File: src/rtl/sd_init_seq.sv
`default_nettype none
// ============================================================================
// Module   : sd_init_seq
// Purpose  : SD card initialisation sequencer. Drives the SD command engine
//            through CMD0, CMD8, CMD55/ACMD41 polling, CMD2, CMD3, CMD7 and
//            (byte-addressed cards only) CMD16. It classifies the card,
//            captures the RCA and switches the engine clock divider to the
//            transfer rate on success.
// Ports    : clk, rstn (async, active-low)
//            init_req            - one-cycle (re)initialise request
//            init_busy/ready/error/err_code - sequence status
//            card_type, rca      - identification results
//            sd_clkdiv, sd_start, sd_precnt, sd_cmd, sd_arg - to engine
//            sd_busy, sd_done, sd_timeout, sd_syntaxe, sd_resparg - from engine
// Revision : 1.0 - initial release
// ============================================================================
module sd_init_seq #(
  parameter logic [15:0] SLOW_DIV     = 16'd99,
  parameter logic [15:0] FAST_DIV     = 16'd1,
  parameter logic [15:0] ACMD41_TRIES = 16'd1000,
  parameter logic [2:0]  CMD_RETRIES  = 3'd3,
  parameter logic [15:0] PRE_LONG     = 16'd160,
  parameter logic [15:0] PRE_SHORT    = 16'd8
) (
  input  logic        clk,
  input  logic        rstn,
  input  logic        init_req,
  output logic        init_busy,
  output logic        ready,
  output logic        error,
  output logic [3:0]  err_code,
  output logic [1:0]  card_type,
  output logic [15:0] rca,
  output logic [15:0] sd_clkdiv,
  output logic        sd_start,
  output logic [15:0] sd_precnt,
  output logic [5:0]  sd_cmd,
  output logic [31:0] sd_arg,
  input  logic        sd_busy,
  input  logic        sd_done,
  input  logic        sd_timeout,
  input  logic        sd_syntaxe,
  input  logic [31:0] sd_resparg
);

  typedef enum logic [2:0] {ST_IDLE, ST_ISSUE, ST_WAIT, ST_DONE, ST_ERROR} state_t;
  typedef enum logic [2:0] {SP_CMD0, SP_CMD8, SP_CMD55, SP_ACMD41,
                            SP_CMD2, SP_CMD3, SP_CMD7, SP_CMD16} step_t;
  typedef enum logic [1:0] {AC_ISSUE, AC_DONE, AC_ERROR} act_t;

  state_t      r_state;
  step_t       r_step;
  logic [2:0]  r_retry;
  logic [15:0] r_acnt;
  logic        r_v2;

  // Outcome of the current WAIT step, evaluated combinationally from the
  // response inputs and applied in the cycle sd_done is high.
  act_t        w_act;
  step_t       w_nstep;
  logic        w_retry;
  logic [3:0]  w_err;
  logic [1:0]  w_ntype;
  logic        w_nv2;
  logic [15:0] w_nrca;
  logic [15:0] w_nacnt;
  logic        w_unused;

  assign w_unused = ^sd_resparg[15:12];

  function automatic logic [5:0] f_cmd(input step_t s);
    case (s)
      SP_CMD0:   f_cmd = 6'd0;
      SP_CMD8:   f_cmd = 6'd8;
      SP_CMD55:  f_cmd = 6'd55;
      SP_ACMD41: f_cmd = 6'd41;
      SP_CMD2:   f_cmd = 6'd2;
      SP_CMD3:   f_cmd = 6'd3;
      SP_CMD7:   f_cmd = 6'd7;
      default:   f_cmd = 6'd16;
    endcase
  endfunction

  function automatic logic [31:0] f_arg(input step_t s, input logic v2, input logic [15:0] r);
    case (s)
      SP_CMD8:   f_arg = 32'h0000_01AA;
      SP_ACMD41: f_arg = v2 ? 32'h4010_0000 : 32'h0010_0000;
      SP_CMD7:   f_arg = {r, 16'h0000};
      SP_CMD16:  f_arg = 32'd512;
      default:   f_arg = 32'd0;
    endcase
  endfunction

  // CMD0 needs the long power-up idle; CMD3 follows CMD2 and gets it too.
  function automatic logic [15:0] f_pre(input step_t s);
    f_pre = (s == SP_CMD0 || s == SP_CMD3) ? PRE_LONG : PRE_SHORT;
  endfunction

  function automatic logic [3:0] f_err(input step_t s);
    case (s)
      SP_CMD8:   f_err = 4'd2;
      SP_ACMD41: f_err = 4'd3;
      SP_CMD2:   f_err = 4'd4;
      SP_CMD3:   f_err = 4'd5;
      SP_CMD7:   f_err = 4'd6;
      SP_CMD16:  f_err = 4'd7;
      SP_CMD55:  f_err = 4'd8;
      default:   f_err = 4'd1;
    endcase
  endfunction

  always_comb begin
    w_act   = AC_ISSUE;
    w_nstep = r_step;
    w_retry = 1'b0;
    w_err   = 4'd0;
    w_ntype = card_type;
    w_nv2   = r_v2;
    w_nrca  = rca;
    w_nacnt = r_acnt;
    if (r_step == SP_CMD0) begin
      // The card gives no response to CMD0, so any completion moves on.
      w_nstep = SP_CMD8;
    end else if (r_step == SP_CMD8) begin
      if (sd_timeout) begin
        // No answer to CMD8 identifies a v1 card rather than a failure.
        w_nv2   = 1'b0;
        w_nstep = SP_CMD55;
      end else if (sd_syntaxe || sd_resparg[11:0] != 12'h1AA) begin
        w_act = AC_ERROR;
        w_err = 4'd2;
      end else begin
        w_nv2   = 1'b1;
        w_nstep = SP_CMD55;
      end
    end else if (sd_timeout) begin
      if (r_retry != 3'd0) begin
        w_retry = 1'b1;
      end else begin
        w_act = AC_ERROR;
        w_err = f_err(r_step);
      end
    end else if (sd_syntaxe) begin
      w_act = AC_ERROR;
      w_err = f_err(r_step);
    end else begin
      case (r_step)
        SP_CMD55: w_nstep = SP_ACMD41;
        SP_ACMD41: begin
          if (sd_resparg[31]) begin
            w_ntype = r_v2 ? (sd_resparg[30] ? 2'd3 : 2'd2) : 2'd1;
            w_nstep = SP_CMD2;
          end else begin
            w_nacnt = r_acnt - 16'd1;
            if (r_acnt <= 16'd1) begin
              w_act = AC_ERROR;
              w_err = 4'd3;
            end else begin
              w_nstep = SP_CMD55;
            end
          end
        end
        SP_CMD2: w_nstep = SP_CMD3;
        SP_CMD3: begin
          w_nrca  = sd_resparg[31:16];
          w_nstep = SP_CMD7;
        end
        SP_CMD7: begin
          // Block-addressed cards have a fixed 512-byte block; skip CMD16.
          if (card_type == 2'd3) w_act = AC_DONE;
          else                   w_nstep = SP_CMD16;
        end
        default: w_act = AC_DONE;
      endcase
    end
  end

  always_ff @(posedge clk or negedge rstn) begin
    if (!rstn) begin
      r_state   <= ST_IDLE;
      r_step    <= SP_CMD0;
      r_retry   <= 3'd0;
      r_acnt    <= 16'd0;
      r_v2      <= 1'b0;
      init_busy <= 1'b0;
      ready     <= 1'b0;
      error     <= 1'b0;
      err_code  <= 4'd0;
      card_type <= 2'd0;
      rca       <= 16'd0;
      sd_clkdiv <= SLOW_DIV;
      sd_start  <= 1'b0;
      sd_precnt <= 16'd0;
      sd_cmd    <= 6'd0;
      sd_arg    <= 32'd0;
    end else begin
      sd_start <= 1'b0;
      case (r_state)
        ST_IDLE, ST_DONE, ST_ERROR: begin
          if (init_req) begin
            ready     <= 1'b0;
            error     <= 1'b0;
            err_code  <= 4'd0;
            card_type <= 2'd0;
            rca       <= 16'd0;
            sd_clkdiv <= SLOW_DIV;
            init_busy <= 1'b1;
            r_acnt    <= ACMD41_TRIES;
            r_retry   <= CMD_RETRIES;
            r_v2      <= 1'b0;
            r_step    <= SP_CMD0;
            sd_cmd    <= f_cmd(SP_CMD0);
            sd_arg    <= f_arg(SP_CMD0, 1'b0, 16'd0);
            sd_precnt <= f_pre(SP_CMD0);
            r_state   <= ST_ISSUE;
          end
        end
        ST_ISSUE: begin
          if (!sd_busy) begin
            sd_start <= 1'b1;
            r_state  <= ST_WAIT;
          end
        end
        ST_WAIT: begin
          if (sd_done) begin
            card_type <= w_ntype;
            r_v2      <= w_nv2;
            rca       <= w_nrca;
            r_acnt    <= w_nacnt;
            case (w_act)
              AC_ISSUE: begin
                r_step    <= w_nstep;
                sd_cmd    <= f_cmd(w_nstep);
                sd_arg    <= f_arg(w_nstep, w_nv2, w_nrca);
                sd_precnt <= f_pre(w_nstep);
                r_retry   <= w_retry ? (r_retry - 3'd1) : CMD_RETRIES;
                r_state   <= ST_ISSUE;
              end
              AC_DONE: begin
                sd_clkdiv <= FAST_DIV;
                init_busy <= 1'b0;
                ready     <= 1'b1;
                r_state   <= ST_DONE;
              end
              default: begin
                init_busy <= 1'b0;
                error     <= 1'b1;
                err_code  <= w_err;
                card_type <= 2'd0;
                r_state   <= ST_ERROR;
              end
            endcase
          end
        end
        default: r_state <= ST_IDLE;
      endcase
    end
  end

endmodule
`default_nettype wire

File: config.mk
export PLATFORM = sky130hd
export DESIGN_NAME = sd_init_seq
export DESIGN_NICKNAME = d
export VERILOG_FILES = /design/src/rtl/sd_init_seq.sv
export SDC_FILE = /design/constraint.sdc
export NUM_CORES = 1
export LEC_CHECK = 0
export ABC_AREA = 0
export CAP_MARGIN = 30
export CORE_MARGIN = 10
export CORE_UTILIZATION = 51
export CTS_CLUSTER_SIZE = 16
export DETAILED_ROUTE_END_ITERATION = 8
export PLACE_DENSITY = 0.89
export SLEW_MARGIN = 20
export SYNTH_ARGS = -nofsm -noshare
export SYNTH_HDL_FRONTEND = slang
export SYNTH_SLANG_ARGS = --single-unit
File: constraint.sdc
create_clock -name clk -period 6 [get_ports clk]
set_input_delay 1.2 -clock clk [delete_from_list [all_inputs] [get_ports clk]]
set_output_delay 1.2 -clock clk [all_outputs]
set_load 0.01 [all_outputs]
==> summary by stage <==
Hold path
The number of cells traversed by the worst hold path is 2. The worst hold path terminates at sd_arg[9]$_DFFE_PN0P_. In this run the most critical hold path is launched from sd_arg[9]$_DFFE_PN0P_. The class of the tightest hold or removal check is register to register.

Cells and area
After routing the design area is roughly 5400 um^2. The most frequent standard cell in the layout excluding fill and tap cells is sky130_fd_sc_hd__nand2_1. After filler insertion, the fill cell instance count of the layout stands at approximately 730.

Of the cells placed in the final design, the portion with a size suffix greater than 1 is 0.0729. The layout overhead on the synthesized area is 21.5%. The number of antenna diodes in the final layout is 0. The number of nets in the layout is roughly 600. In the layout the commonest cells are sky130_fd_sc_hd__nand2_1 (117), sky130_fd_sc_hd__clkdlybuf4s50_1 (93), sky130_fd_sc_hd__dfrtp_1 (78). The final core utilization is 0.631.

Timing
The worst path needs ~3.7 ns of the cycle, external delays included. In the finished design, the share of the clock period the worst path needs comes to 0.617. Setup repair after global routing left no endpoint under its margin. The setup TNS after final layout is 0 ns.

After layout, the worst setup slack is between 2 and 2.5 ns. The final max-slew violation count is 0. The number of hold violations in the final report is 0.

The number of setup violations in the final report is 0. The worst relative slew slack is 0.371. The slew of the pin with the lowest slew margin is 0.939 ns.

The worst clock skew is about 0.012 ns. For this run, the top clock speed supported by timing is ~270 MHz.

CTS
Clock tree synthesis found a total of 79 sinks. The number of H-tree levels is 3. The post-cts sizing count is 0. The source-to-sink clock delay at the later pin of the worst-skew pair is approximately 0.36 ns. The cell sitting at the root of the clock tree is a sky130_fd_sc_hd__clkbuf_8. Hold repair after CTS inserted 0 buffers. The clock tree from TritonCTS is built. The CTS clock-pin slew for the worst setup and hold paths is 0.09 ns.

The total clock buffers created by CTS is 9. In this run the deepest clock path goes through 2 buffers. The number of buffers added for setup after CTS is 0.

Placement
Prior to clock tree synthesis, the placed netlist has a worst setup slack of slightly below 2 ns. The quantity of I/O buffers inserted on ports is 94. Routability-driven placement finished with a final weighted congestion of roughly 0.88. The standard cell area after detailed placement is 5220 um^2. The estimated wirelength of the detail-placed design is 8470 um.

Drt
The via count of the routed design is about 3700. The final routed DRC violation total is 0. The number of optimization iterations in the first detailed-route pass is 5.

The number of nets with antenna violations after routing is 0. The detailed-route vias per instance is 5.47. The total wire length is between 10000 and 15000 um. After detailed routing, the average wire length per cell comes to 17.1 um. After the first detailed-routing iteration, the DRC count stood at between 200 and 300.

Setup path
In this run the critical register-to-register path is launched from r_state[1]$_DFFE_PN0P_. The setup slack on the worst flop-to-flop path is ~2.8 ns. The endpoint kind of the worst setup timing path is a register. The largest fanout of any net on the critical path is 21. The worst setup path is launched from an input port.

The arrival time of the worst setup path is a little under 4 ns. For the worst setup path, the data required time is around 6.3 ns. For the worst flop-to-flop path, the logic depth is 6. The worst register-to-register path ends at sd_arg[16]$_DFFE_PN0P_. The critical path is of the input port to register type.

Logic synthesis
Counting flops and latches in the post-synthesis netlist gives 79. The Yosys warning count is 0. The number of enable-type register cells in the synthesized netlist is 0.

The synthesized area is about 4500 um^2. In the synthesized netlist, the number of instances is between 400 and 500. The most used flip-flop cell after synthesis is sky130_fd_sc_hd__dfrtp_1. The number of library cell types mapped by synthesis is 67. The fraction of the yosys area taken by sequential cells is 0.441.

A synthesized cell averages approximately 9.0 um^2. The async set or reset register ratio after synthesis is 1.00.

GRT
The maximum number of pins on one net before global-route repair is 80. The first global-routing pass estimated roughly 19000 um of wire. The number of antenna violations at the first check in global routing is 0. The via count of the first global-routing pass is 3755. In the global route stage, overall resource usage came out at 0.177. Global routing finished with a remaining overflow of 0.

Power
The worst-case vdd ir drop is 0.169 mV. Summed over all cells, the static leakage comes to between 2 and 2.5 nW. The final total power is between 1.5 and 2 mW.

In this run the power density over the cells is approximately 300 nW/um^2.

Die
Measured along the x axis, the die boundary spans about 110 um. The starting utilization of the core area is 0.519. The cell row count is 34. The full die area is roughly 13000 um^2. The die boundary height is between 100 and 150 um. The top-level port count is 135.

The core outline area is about 8600 um^2.

Run status
The run finished with clean final reports.

Flow run
The number of violations of the max-capacitance limit is 0.
## how the worst max path moves through the flow
stage          startpoint                endpoint  slack [ns]
3_3_place_gp     init_req  r_acnt[14]$_DFFE_PN0P_        2.06
3_5_place_dp     init_req  r_acnt[14]$_DFFE_PN0P_        1.97
5_1_grt          init_req  r_acnt[14]$_DFFE_PN0P_        2.15
4_1_cts          init_req  r_acnt[14]$_DFFE_PN0P_        2.32
6_report         init_req  r_acnt[14]$_DFFE_PN0P_        2.30
2_1_floorplan  sd_timeout  sd_arg[16]$_DFFE_PN0P_        3.14
## logic make-up (layout without fill, tap and decap cells)
logic type               Yosys count  after routing  share of synthesized area
AND/OR/NAND/NOR                  208            208                      0.227
AO/OA/AOI/OAI                    106            106                      0.163
buffers and inverters             83            126                      0.120
flip-flops                        79             79                      0.441
XOR/XNOR                          10             10                     0.0195
multiplexers                       7              7                     0.0159
adder cells (fa/ha/maj)            4              4                     0.0112
other                              2             36                    0.00168
## flip-flops by register name, indices dropped and copies added, names as in the netlist
register,cells
sd_start,1
sd_cmd,6
rca,16
error,1
r_state,3
r_retry,3
sd_clkdiv,1
init_busy,1
sd_precnt,2
r_step,3
r_acnt,16
sd_arg,18
card_type,2
err_code,4
ready,1
r_v2,1
## where the power goes
| part | switching, mW | total (mW) | internal (mW) |
|---|---|---|---|
| sequential | 0.0568 | 0.635 | 0.578 |
| combinational | 0.392 | 0.597 | 0.205 |
| clock | 0.220 | 0.417 | 0.197 |
## metrics by stage
stage               hold slack, ns  std cells
finish                       0.495        684
global route                 0.515        684
CTS                          0.501        683
detailed placement           0.474        667
global placement             0.461        667
floorplan                    0.453        533
## worst max-delay path: stages
cell,delay [ns]
sky130_fd_sc_hd__clkdlybuf4s50_1,0.64
sky130_fd_sc_hd__mux2_2,0.23
sky130_fd_sc_hd__a22o_1,0.70
sky130_fd_sc_hd__and4_1,0.43
sky130_fd_sc_hd__nand3_1,0.18
sky130_fd_sc_hd__or4_1,0.44
sky130_fd_sc_hd__a21oi_1,0.15
## layer usage
layer / track usage / share of wire / vias to the layer above
met5: 0 / 0 / -
met4: 0.0415 / 0.0092 / 0
met3: 0.0824 / 0.12 / 11
met2: 0.286 / 0.48 / 160
met1: 0.209 / 0.39 / 1796
li1: - / - / 1775
## Yosys cell counts, types with 3 or more instances
| cell | number | area (um^2) |
|---|---|---|
| sky130_fd_sc_hd__a21o_1 | 4 | 30.0 |
| sky130_fd_sc_hd__a21oi_1 | 29 | 145 |
| sky130_fd_sc_hd__a22o_1 | 19 | 166 |
| sky130_fd_sc_hd__a31o_2 | 3 | 26.3 |
| sky130_fd_sc_hd__a31oi_1 | 4 | 25.0 |
| sky130_fd_sc_hd__and2_1 | 3 | 18.8 |
| sky130_fd_sc_hd__and3_1 | 5 | 31.3 |
| sky130_fd_sc_hd__buf_2 | 6 | 30.0 |
| sky130_fd_sc_hd__buf_4 | 44 | 330 |
| sky130_fd_sc_hd__buf_6 | 7 | 78.8 |
| sky130_fd_sc_hd__clkbuf_1 | 12 | 45.0 |
| sky130_fd_sc_hd__dfrtp_1 | 78 | 1950 |
| sky130_fd_sc_hd__ha_1 | 4 | 50.1 |
| sky130_fd_sc_hd__inv_1 | 13 | 48.8 |
| sky130_fd_sc_hd__mux2i_1 | 6 | 60.1 |
| sky130_fd_sc_hd__nand2_1 | 117 | 439 |
| sky130_fd_sc_hd__nand2b_1 | 4 | 25.0 |
| sky130_fd_sc_hd__nand3_1 | 10 | 50.1 |
| sky130_fd_sc_hd__nor2_1 | 28 | 105 |
| sky130_fd_sc_hd__nor2b_1 | 7 | 43.8 |
| sky130_fd_sc_hd__nor3_1 | 3 | 15.0 |
| sky130_fd_sc_hd__nor3b_1 | 3 | 22.5 |
| sky130_fd_sc_hd__o21ai_0 | 16 | 80.1 |
| sky130_fd_sc_hd__o21ai_1 | 4 | 20.0 |
| sky130_fd_sc_hd__o22ai_1 | 4 | 25.0 |
| sky130_fd_sc_hd__o31ai_1 | 8 | 60.1 |
| sky130_fd_sc_hd__or3_1 | 4 | 25.0 |
| sky130_fd_sc_hd__xnor2_1 | 5 | 43.8 |
| sky130_fd_sc_hd__xor2_1 | 5 | 43.8 |
## layout make-up
type | count | area [um^2] | area share
well taps | 108 | 135 | 0.0248
clock buffers | 9 | 124 | 0.0227
clock inverters | 7 | 78.8 | 0.0145
multi-input cells | 371 | 2100 | 0.386
inverters | 13 | 48.8 | 0.00896
repair buffers | 97 | 981 | 0.180
flip-flops and latches | 79 | 1980 | 0.363
Note: power is estimated with default switching activity, not from simulation.
